## src/rtl/serial_pattern_pkg.sv

```systemverilog
// Shared sync-pattern constants and transmitter state encoding.
// The recognizer imports the same header constants.
package serial_pattern_pkg;

    typedef enum logic [2:0] {
        S_IDLE,
        S_HEAD,
        S_BODY,
        S_PAR,
        S_GAP
    } tx_state_t;

    localparam int unsigned SYNC_HEADER_W = 8;
    localparam logic [SYNC_HEADER_W-1:0] SYNC_HEADER = 8'b11111101;

    function automatic int unsigned max3(input int unsigned a,
                                         input int unsigned b,
                                         input int unsigned c);
        int unsigned m;
        m = (a > b) ? a : b;
        return (m > c) ? m : c;
    endfunction

endpackage

```

## src/rtl/tx_shift_reg.sv

```systemverilog
// Parallel-load, MSB-first shift register with zero fill; serial out is the MSB.
module tx_shift_reg #(
    parameter int unsigned W = 16
) (
    input  logic         Clock,
    input  logic         Reset,
    input  logic         load_i,
    input  logic         shift_i,
    input  logic [W-1:0] data_i,
    output logic         so_o
);

    logic [W-1:0] sr_q;

    always_ff @(posedge Clock or negedge Reset) begin
        if (!Reset) begin
            sr_q <= '0;
        end else if (load_i) begin
            sr_q <= data_i;
        end else if (shift_i) begin
            sr_q <= sr_q << 1;
        end
    end

    assign so_o = sr_q[W-1];

endmodule

```

## src/rtl/serial_pattern_tx.sv

```systemverilog
// Serial frame transmitter: sync header, payload MSB first, then GAP idle zeros.
// Optional even-parity bit after the payload: define SERIAL_PATTERN_TX_PARITY_EN.
module serial_pattern_tx
    import serial_pattern_pkg::*;
#(
    parameter int unsigned           DATA_W   = 8,
    parameter int unsigned           HEADER_W = SYNC_HEADER_W,
    parameter logic [HEADER_W-1:0]   HEADER   = HEADER_W'(SYNC_HEADER),
    parameter int unsigned           GAP      = 1
) (
    input  logic              Clock,
    input  logic              Reset,
    input  logic              Load,
    input  logic [DATA_W-1:0] Data,
    output logic              Ready,
    output logic              DataOut,
    output logic              Busy,
    output logic              Done
);

    localparam int unsigned CNT_W = $clog2(max3(HEADER_W, DATA_W, GAP) + 1);

    localparam logic [CNT_W-1:0] HEAD_LAST = CNT_W'(HEADER_W - 1);
    localparam logic [CNT_W-1:0] BODY_LAST = CNT_W'(DATA_W - 1);
    localparam logic [CNT_W-1:0] GAP_LAST  = CNT_W'(GAP - 1);
    localparam logic [CNT_W-1:0] CNT_ONE   = CNT_W'(1);

`ifdef SERIAL_PATTERN_TX_PARITY_EN
    localparam int unsigned FRAME_W      = HEADER_W + DATA_W + 1;
    localparam bit          DONE_ON_BODY = 1'b0;
`else
    localparam int unsigned FRAME_W      = HEADER_W + DATA_W;
    localparam bit          DONE_ON_BODY = 1'b1;
`endif

    tx_state_t          state_q;
    logic [CNT_W-1:0]   cnt_q;
    logic               busy_q;
    logic               done_q;
    logic               accept;
    logic               shift;
    logic [FRAME_W-1:0] frame;

    // The whole frame is loaded at acceptance, so the shifter MSB is already the
    // first header bit in the next cycle and zero fill yields the idle/gap level.
`ifdef SERIAL_PATTERN_TX_PARITY_EN
    assign frame = {HEADER, Data, ^Data};
`else
    assign frame = {HEADER, Data};
`endif

    assign Ready  = (state_q == S_IDLE);
    assign accept = Load && Ready;
    assign shift  = (state_q != S_IDLE) && (state_q != S_GAP);

    tx_shift_reg #(
        .W (FRAME_W)
    ) u_shift (
        .Clock   (Clock),
        .Reset   (Reset),
        .load_i  (accept),
        .shift_i (shift),
        .data_i  (frame),
        .so_o    (DataOut)
    );

    // cnt_q counts down the remaining bits of the current phase
    always_ff @(posedge Clock or negedge Reset) begin
        if (!Reset) begin
            state_q <= S_IDLE;
            cnt_q   <= '0;
            busy_q  <= 1'b0;
            done_q  <= 1'b0;
        end else begin
            case (state_q)
                S_IDLE: begin
                    done_q <= 1'b0;
                    if (accept) begin
                        state_q <= S_HEAD;
                        cnt_q   <= HEAD_LAST;
                        busy_q  <= 1'b1;
                    end
                end
                S_HEAD: begin
                    if (cnt_q == '0) begin
                        state_q <= S_BODY;
                        cnt_q   <= BODY_LAST;
                        done_q  <= DONE_ON_BODY && (DATA_W == 1);
                    end else begin
                        cnt_q <= cnt_q - CNT_ONE;
                    end
                end
                S_BODY: begin
                    if (cnt_q == '0) begin
`ifdef SERIAL_PATTERN_TX_PARITY_EN
                        state_q <= S_PAR;
                        cnt_q   <= '0;
                        done_q  <= 1'b1;
`else
                        state_q <= S_GAP;
                        cnt_q   <= GAP_LAST;
                        done_q  <= 1'b0;
`endif
                    end else begin
                        cnt_q  <= cnt_q - CNT_ONE;
                        done_q <= DONE_ON_BODY && (cnt_q == CNT_ONE);
                    end
                end
`ifdef SERIAL_PATTERN_TX_PARITY_EN
                S_PAR: begin
                    state_q <= S_GAP;
                    cnt_q   <= GAP_LAST;
                    done_q  <= 1'b0;
                end
`endif
                S_GAP: begin
                    done_q <= 1'b0;
                    if (cnt_q == '0) begin
                        state_q <= S_IDLE;
                        busy_q  <= 1'b0;
                    end else begin
                        cnt_q <= cnt_q - CNT_ONE;
                    end
                end
                default: begin
                    state_q <= S_IDLE;
                    cnt_q   <= '0;
                    busy_q  <= 1'b0;
                    done_q  <= 1'b0;
                end
            endcase
        end
    end

    assign Busy = busy_q;
    assign Done = done_q;

endmodule

```

## config.mk

```make
export PLATFORM = sky130hd
export DESIGN_NAME = serial_pattern_tx
export DESIGN_NICKNAME = d
export VERILOG_FILES = /design/src/rtl/serial_pattern_pkg.sv /design/src/rtl/tx_shift_reg.sv /design/src/rtl/serial_pattern_tx.sv
export SDC_FILE = /design/constraint.sdc
export NUM_CORES = 1
export LEC_CHECK = 0
export ABC_CLOCK_PERIOD_IN_PS = 2150
export BUFFER_PORTS_ARGS = -buffer_cell sky130_fd_sc_hd__buf_2
export CORE_UTILIZATION = 55
export DETAILED_ROUTE_END_ITERATION = 10
export HOLD_SLACK_MARGIN = 0.08
export PLACE_DENSITY = 0.76
export SLEW_MARGIN = 10
export SYNTH_ARGS = -nofsm -noshare
export SYNTH_HDL_FRONTEND = slang
export SYNTH_SLANG_ARGS = --single-unit
export TNS_END_PERCENT = 100
```

## constraint.sdc

```tcl
create_clock -name Clock -period 2.15 [get_ports Clock]
set_clock_uncertainty 0.15 [all_clocks]
set_input_delay 0.43 -clock Clock [delete_from_list [all_inputs] [get_ports Clock]]
set_output_delay 0.43 -clock Clock [all_outputs]
set_load 0.01 [all_outputs]
```

==> results of run 1 <==
[power by group]
part           switching [mW]  internal (mW)
clock network           0.145         0.0710
registers               0.183          0.657
logic                   0.394          0.342
total                   0.723           1.07
[how the worst min path moves through the flow]
stage	start	endpoint	slack [ns]
floorplan	Reset	Busy	-0.02
global placement	Reset	cnt_q[2]	0.30
detailed placement	Reset	cnt_q[2]	0.31
CTS	Data[0]	u_shift.sr_q[0]	0.14
global route	Data[0]	u_shift.sr_q[0]	0.17
finish	Data[0]	u_shift.sr_q[0]	0.15
[synthesized netlist by cell type, types with 3 or more instances]
cell type,n
nand2_1,36
dfrtp_1,25
nor2_1,14
nand3_1,9
a21oi_1,7
a22oi_1,7
o21ai_0,7
buf_6,6
inv_1,4
nor3_1,3
o22ai_1,3
[metal layers]
metal | vias up | GRT usage [%]
met5 | - | 0
met4 | 0 | 8.11
met3 | 0 | 3.27
met2 | 38 | 40.4
met1 | 512 | 31.9
li1 | 541 | -
[flip-flops by register name, indices dropped and copies added, names as in the netlist]
| register | cells |
|---|---|
| u_shift.sr_q | 16 |
| Done | 1 |
| Busy | 1 |
| state_q | 3 |
| cnt_q | 4 |
[worst max-delay path: stages, from the launching register on]
cell and delay (ns):
dfrtp_1 0.61, nor3_1 0.28, buf_2 0.18
[kinds of logic (layout without fill, tap and decap cells)]
logic type / count (synthesis) / in the layout
muxes: 1 / 1
and+or+nand+nor: 72 / 72
AOI/OAI and AO/OA: 33 / 33
adders and majority gates: 2 / 2
DFF: 25 / 25
xor gates and xnor gates: 1 / 1
buffers and inverters: 13 / 28
[layout make-up]
class | instances | share of cell area, %
Sequential cell | 25 | 43.7
Multi-Input combinational cell | 109 | 42.5
Timing Repair Buffer | 20 | 8.20
Tap cell | 28 | 2.44
Clock buffer | 3 | 1.57
Inverter | 4 | 1.05
Clock inverter | 1 | 0.524
[timing repair]
item | 4_1_cts | 5_1_grt
endpoints found under the hold margin | 25 | 0
gates resized for setup | 0 | 1
hold buffers | 1 | 0
setup buffers | 0 | 0
endpoints found under the setup margin | 0 | 1
[stage by stage]
stage          cells  worst slack [ns]  cell area (um^2)
2_1_floorplan    147             0.428              1340
3_3_place_gp     185             0.379              1390
3_5_place_dp     185             0.290              1390
4_1_cts          190            0.0967              1430
5_1_grt          190            0.0655              1430
6_report         190             0.189              1430
==> out/metrics.yaml, run 1 <==
status: "completed"
multi_input_area_um2: 609
rsz0062_at_grt: "false"
antenna_violating_nets_post_route: 0
clock_sinks: 25
wl_per_cell_um: 13.5
ff2ff_path_depth: 6
vias: 1091
hold_depth: 3
required_ns: 1.57
worstSetupStartpointType: "register"
nNetsFinal: 176
first_pass_iters: 4
fp.dieArea_um2: 2630
ir_drop_mv: 0.689
drt_iter0_markers: 43
cts_buffers: 3
crit_path_end_kind: "primary output"
hold_viol: 0
cap_viol_max_count: 0
met1_length_um: 1190
drc_errors: 0
synth_mux_area_share_pct: 0.843
finalSetupViolCount: 0
async_flop_share_pct: 100
timing.slew.headroom_pct: 62.4
fin_crit_sh_pct: 91.2
die_w_um: 51.3
ys_seq_area_share_pct: 46.8
fmax_ghz: 0.510
fin_setup_tns_ns: 0
syn_inst: 147
rrSetupSlack_ns: 0.23
grt_antenna_before_repair: 0
synth_edf_count: 0
cp-startpoint: "state_q[1]"
ios: 15
globalplace.congestion: 0.828
yosys_most_used_dff: "dfrtp_1"
layout_commonest_cell: "nand2_1"
ys_warn_count: 0
hold_path_class: "in -> reg"
grt_pass1_wl_um: 4750
drive_gt1_share_pct: 18.5
most-common-layout-cells: "nand2_1 (36), dfrtp_1 (24), nor2_1 (14), buf_2 (14), nand3_1 (9)"
num_rows: 17
endpoint: "Ready"
grt_max_degree: 26
synth_top_area_share_pct: 46.8
initial_core_util_pct: 59.3
timing.final.max_slew_violations: 0
syn_area_um2: 1340
synth_fa_ha_area_share_pct: 1.87
fin_util_pct: 63.6
yosysTopAreaCell: "dfrtp_1"
dr_wl_met3_um: 138
die_y_um: 51.3
synth_compound_area_share_pct: 16.5
portBuffers: 14
holdWs_ns: 0.150
tritoncts: "done"
synth-simple-area-share_pct: 25.7
p_leak_nw: 0.663
highest_layer: "met3"
worstSetupPathType: "reg -> out"
worst_pin_slew_ns: 0.565
synth.area.top_cells: "dfrtp_1 (47%), nand2_1 (10%), buf_6 (5.1%), a22oi_1 (3.9%), nor2_1 (3.9%)"
synth_top_family_by_area: "simple AND/OR/NAND/NOR gates"
core_um2: 2250
seq_area_um2: 627
r2r-start: "cnt_q[0]"
p_per_area_nw_per_um2: 1250
wirelength_um: 2570
area_growth_pct: 7.30
synth_seq_cells: 25
dpl.hpwl_um: 1790
synth_cell_type_count: 32
worst_r2r_endpoint: "cnt_q[1]"
power_mw: 1.79
insertion_delay_ns: 0.32
path_max_fanout: 15
wl_met2_um: 1240
antenna-diode-count: 0
path_clk_slew_ns: 0.14
synthesis.nets: 160
grt_use_total_pct: 24.0
vias_per_cell: 5.74
post_synth.cell_area_avg_um2: 9.09
overflow: 0
cts_root_buffer: "clkbuf_4"
clockBufferDepth: 2
synth-xor-area-share_pct: 0.655
htreeDepth: 1
arrival_ns: 1.38
grt_pass1_vias: 1088
fill_cells: 195
layout_min_cycle_time_ns: 1.96
(Power assumes the default switching activity.)
==> run 2, diff against run 1 <==
Settings changed: REMOVE_ABC_BUFFERS set to 1.
==> run 2 against run 1 <==
  * Utilization shrank 0.50 points
  * Highest routed layer is now met4
  * Die area is the same
  * Critical endpoint unchanged
  * Sequential share of layout area grew 0.35 points
  * Combinational power shrank 0.8%
  * Critical path depth is the same
==> out/metrics.yaml, run 2 (synthesis results as in run 1) <==
status: "completed"
fin_setup_tns_ns: 0  # unchanged
cts_setup_buffers: 0  # unchanged
worstSetupPathType: "reg -> out"
area_growth_pct: 6.46
grt_pass1_vias: 1021  # -6.2%
wl_per_cell_um: 13.3  # -1.7%
grt_pass1_wl_um: 4490  # -5.4%
fmax_ghz: 0.504  # -1.2%
power_mw: 1.78  # -0.70%
drt_iter0_markers: 32  # -26%
drc_errors: 0  # unchanged
slowest_delay_ns: 0.60  # about the same
clock_sinks: 25  # unchanged
grt_max_degree: 26  # unchanged
worstSetupStartpointType: "register"
grt_use_total_pct: 23.4  # -0.66 points
antenna_violating_nets_post_route: 0  # unchanged
vias_per_cell: 5.81  # +1.2%
antenna-diode-count: 0  # unchanged
slowest_stage: "dfrtp_1"
rsz0062_at_grt: "false"
cp-startpoint: "state_q[1]"
hold_viol: 0  # unchanged
dpl.hpwl_um: 1740  # -3.0%
grt_antenna_before_repair: 0  # unchanged
cts_root_buffer: "clkbuf_4"
overflow: 0  # unchanged
crit_chain: "nor3_1, buf_2"
first_pass_iters: 4  # unchanged
largest-register: "u_shift.sr_q"
drive_gt1_share_pct: 17.4  # -1.1 points
layout_commonest_cell: "nand2_1"
p_per_area_nw_per_um2: 1250  # about the same
dpl-instance-area_um2: 1390  # -0.54%
finalSetupViolCount: 0  # unchanged
r2r-start: "cnt_q[0]"
clockBufferDepth: 2  # unchanged
timing.slew.headroom_pct: 60.8  # -1.6 points
fin_util_pct: 63.1  # -0.50 points
die_y_um: 51.3  # unchanged
num_rows: 17  # unchanged
hold_path_startpoint: "Data[0]"
vias: 1098  # +0.64%
ios: 15  # unchanged
dp.cells: 184  # -0.54%
insertion_delay_ns: 0.32  # about the same
htreeDepth: 1  # unchanged
arrival_ns: 1.40  # +0.02 ns
worst_pin_slew_ns: 0.586  # +0.0217 ns
cap_viol_max_count: 0  # unchanged
timing.final.max_slew_violations: 0  # unchanged
path_max_fanout: 15  # unchanged
die_w_um: 51.3  # unchanged
crit_path_end_kind: "primary output"
fin_area_um2: 1420  # -0.79%
wirelength_um: 2510  # -2.2%
layout_min_cycle_time_ns: 1.98  # +0.0241 ns
fin_crit_sh_pct: 92.3  # +1.1 points
ir_drop_mv: 0.743  # +7.8%
nNetsFinal: 175  # -0.57%
fill_cells: 220  # +13%
cts_buffers: 3  # unchanged
stdcell_count: 189  # -0.53%
path_clk_slew_ns: 0.14  # about the same
largest_reg_flops: 16  # unchanged
portBuffers: 14  # unchanged
most-common-layout-cells: "nand2_1 (36), dfrtp_1 (24), nor2_1 (14), buf_2 (14), nand3_1 (9)"
top_regs: "u_shift.sr_q x16, cnt_q x4, state_q x3"
core_um2: 2250  # unchanged
hold_path_class: "in -> reg"
fp.dieArea_um2: 2630  # unchanged
initial_core_util_pct: 59.3  # unchanged
p_leak_nw: 0.659  # -0.65%
required_ns: 1.57  # about the same
tritoncts: "done"
globalplace.congestion: 0.784  # -5.3%
-- run 2: path summary, 6_finish.rpt --
| check | end | slack [ns] | cells past startpoint |
|---|---|---|---|
| max in group asynchronous | state_q[0] | 1.00 | 2 |
| worst min register to register | u_shift.sr_q[5] | 0.35 | 2 |
| min in group asynchronous | cnt_q[2] | 0.46 | 2 |
| worst max register to register | cnt_q[1] | 0.25 | 6 |
| worst max-delay path | Ready | 0.17 | 2 |
| worst min-delay path | u_shift.sr_q[0] | 0.15 | 3 |
-- run 2: stage by stage --
stage	setup slack (ns)	hold slack [ns]
CTS	0.0770	0.145
global placement	0.376	0.298
finish	0.165	0.148
floorplan	0.357	-0.0156
global route	0.0782	0.150
detailed placement	0.286	0.312
-- run 2: where the power goes --
group / internal (mW) / switching, mW
Combinational: 0.338 / 0.392
Clock: 0.0728 / 0.143
Sequential: 0.656 / 0.178
Total: 1.07 / 0.712
-- run 2: final cells by class --
cell class / count / area (um^2) / share of cell area [%]
Clock buffer: 4 / 26.3 / 1.85
Inverter: 4 / 15.0 / 1.06
Multi-Input combinational cell: 109 / 609 / 42.8
Sequential cell: 25 / 627 / 44.1
Tap cell: 28 / 35.0 / 2.46
Timing Repair Buffer: 19 / 110 / 7.74
-- run 2: repair_timing --
item | CTS | global route
gates resized for setup | 0 | 1
hold endpoints to repair | 25 | 0
setup endpoints to repair | 0 | 1
hold buffers | 1 | 0
-- run 2: critical path, delay by kind of cell, from the launching register on --
family | cells | cell delay [ns]
simple gates | 1 | 0.29
buf+inv | 1 | 0.18
flops | 1 | 0.60
-- run 2: metal layers --
metal / up-vias / global-route usage (%) / part of all wire, %
met4: 0 / 10.4 / 1.5
met2: 21 / 39.9 / 49
met1: 528 / 28.6 / 45
met3: 6 / 4.46 / 3.9
met5: - / 0 / 0
li1: 543 / - / -
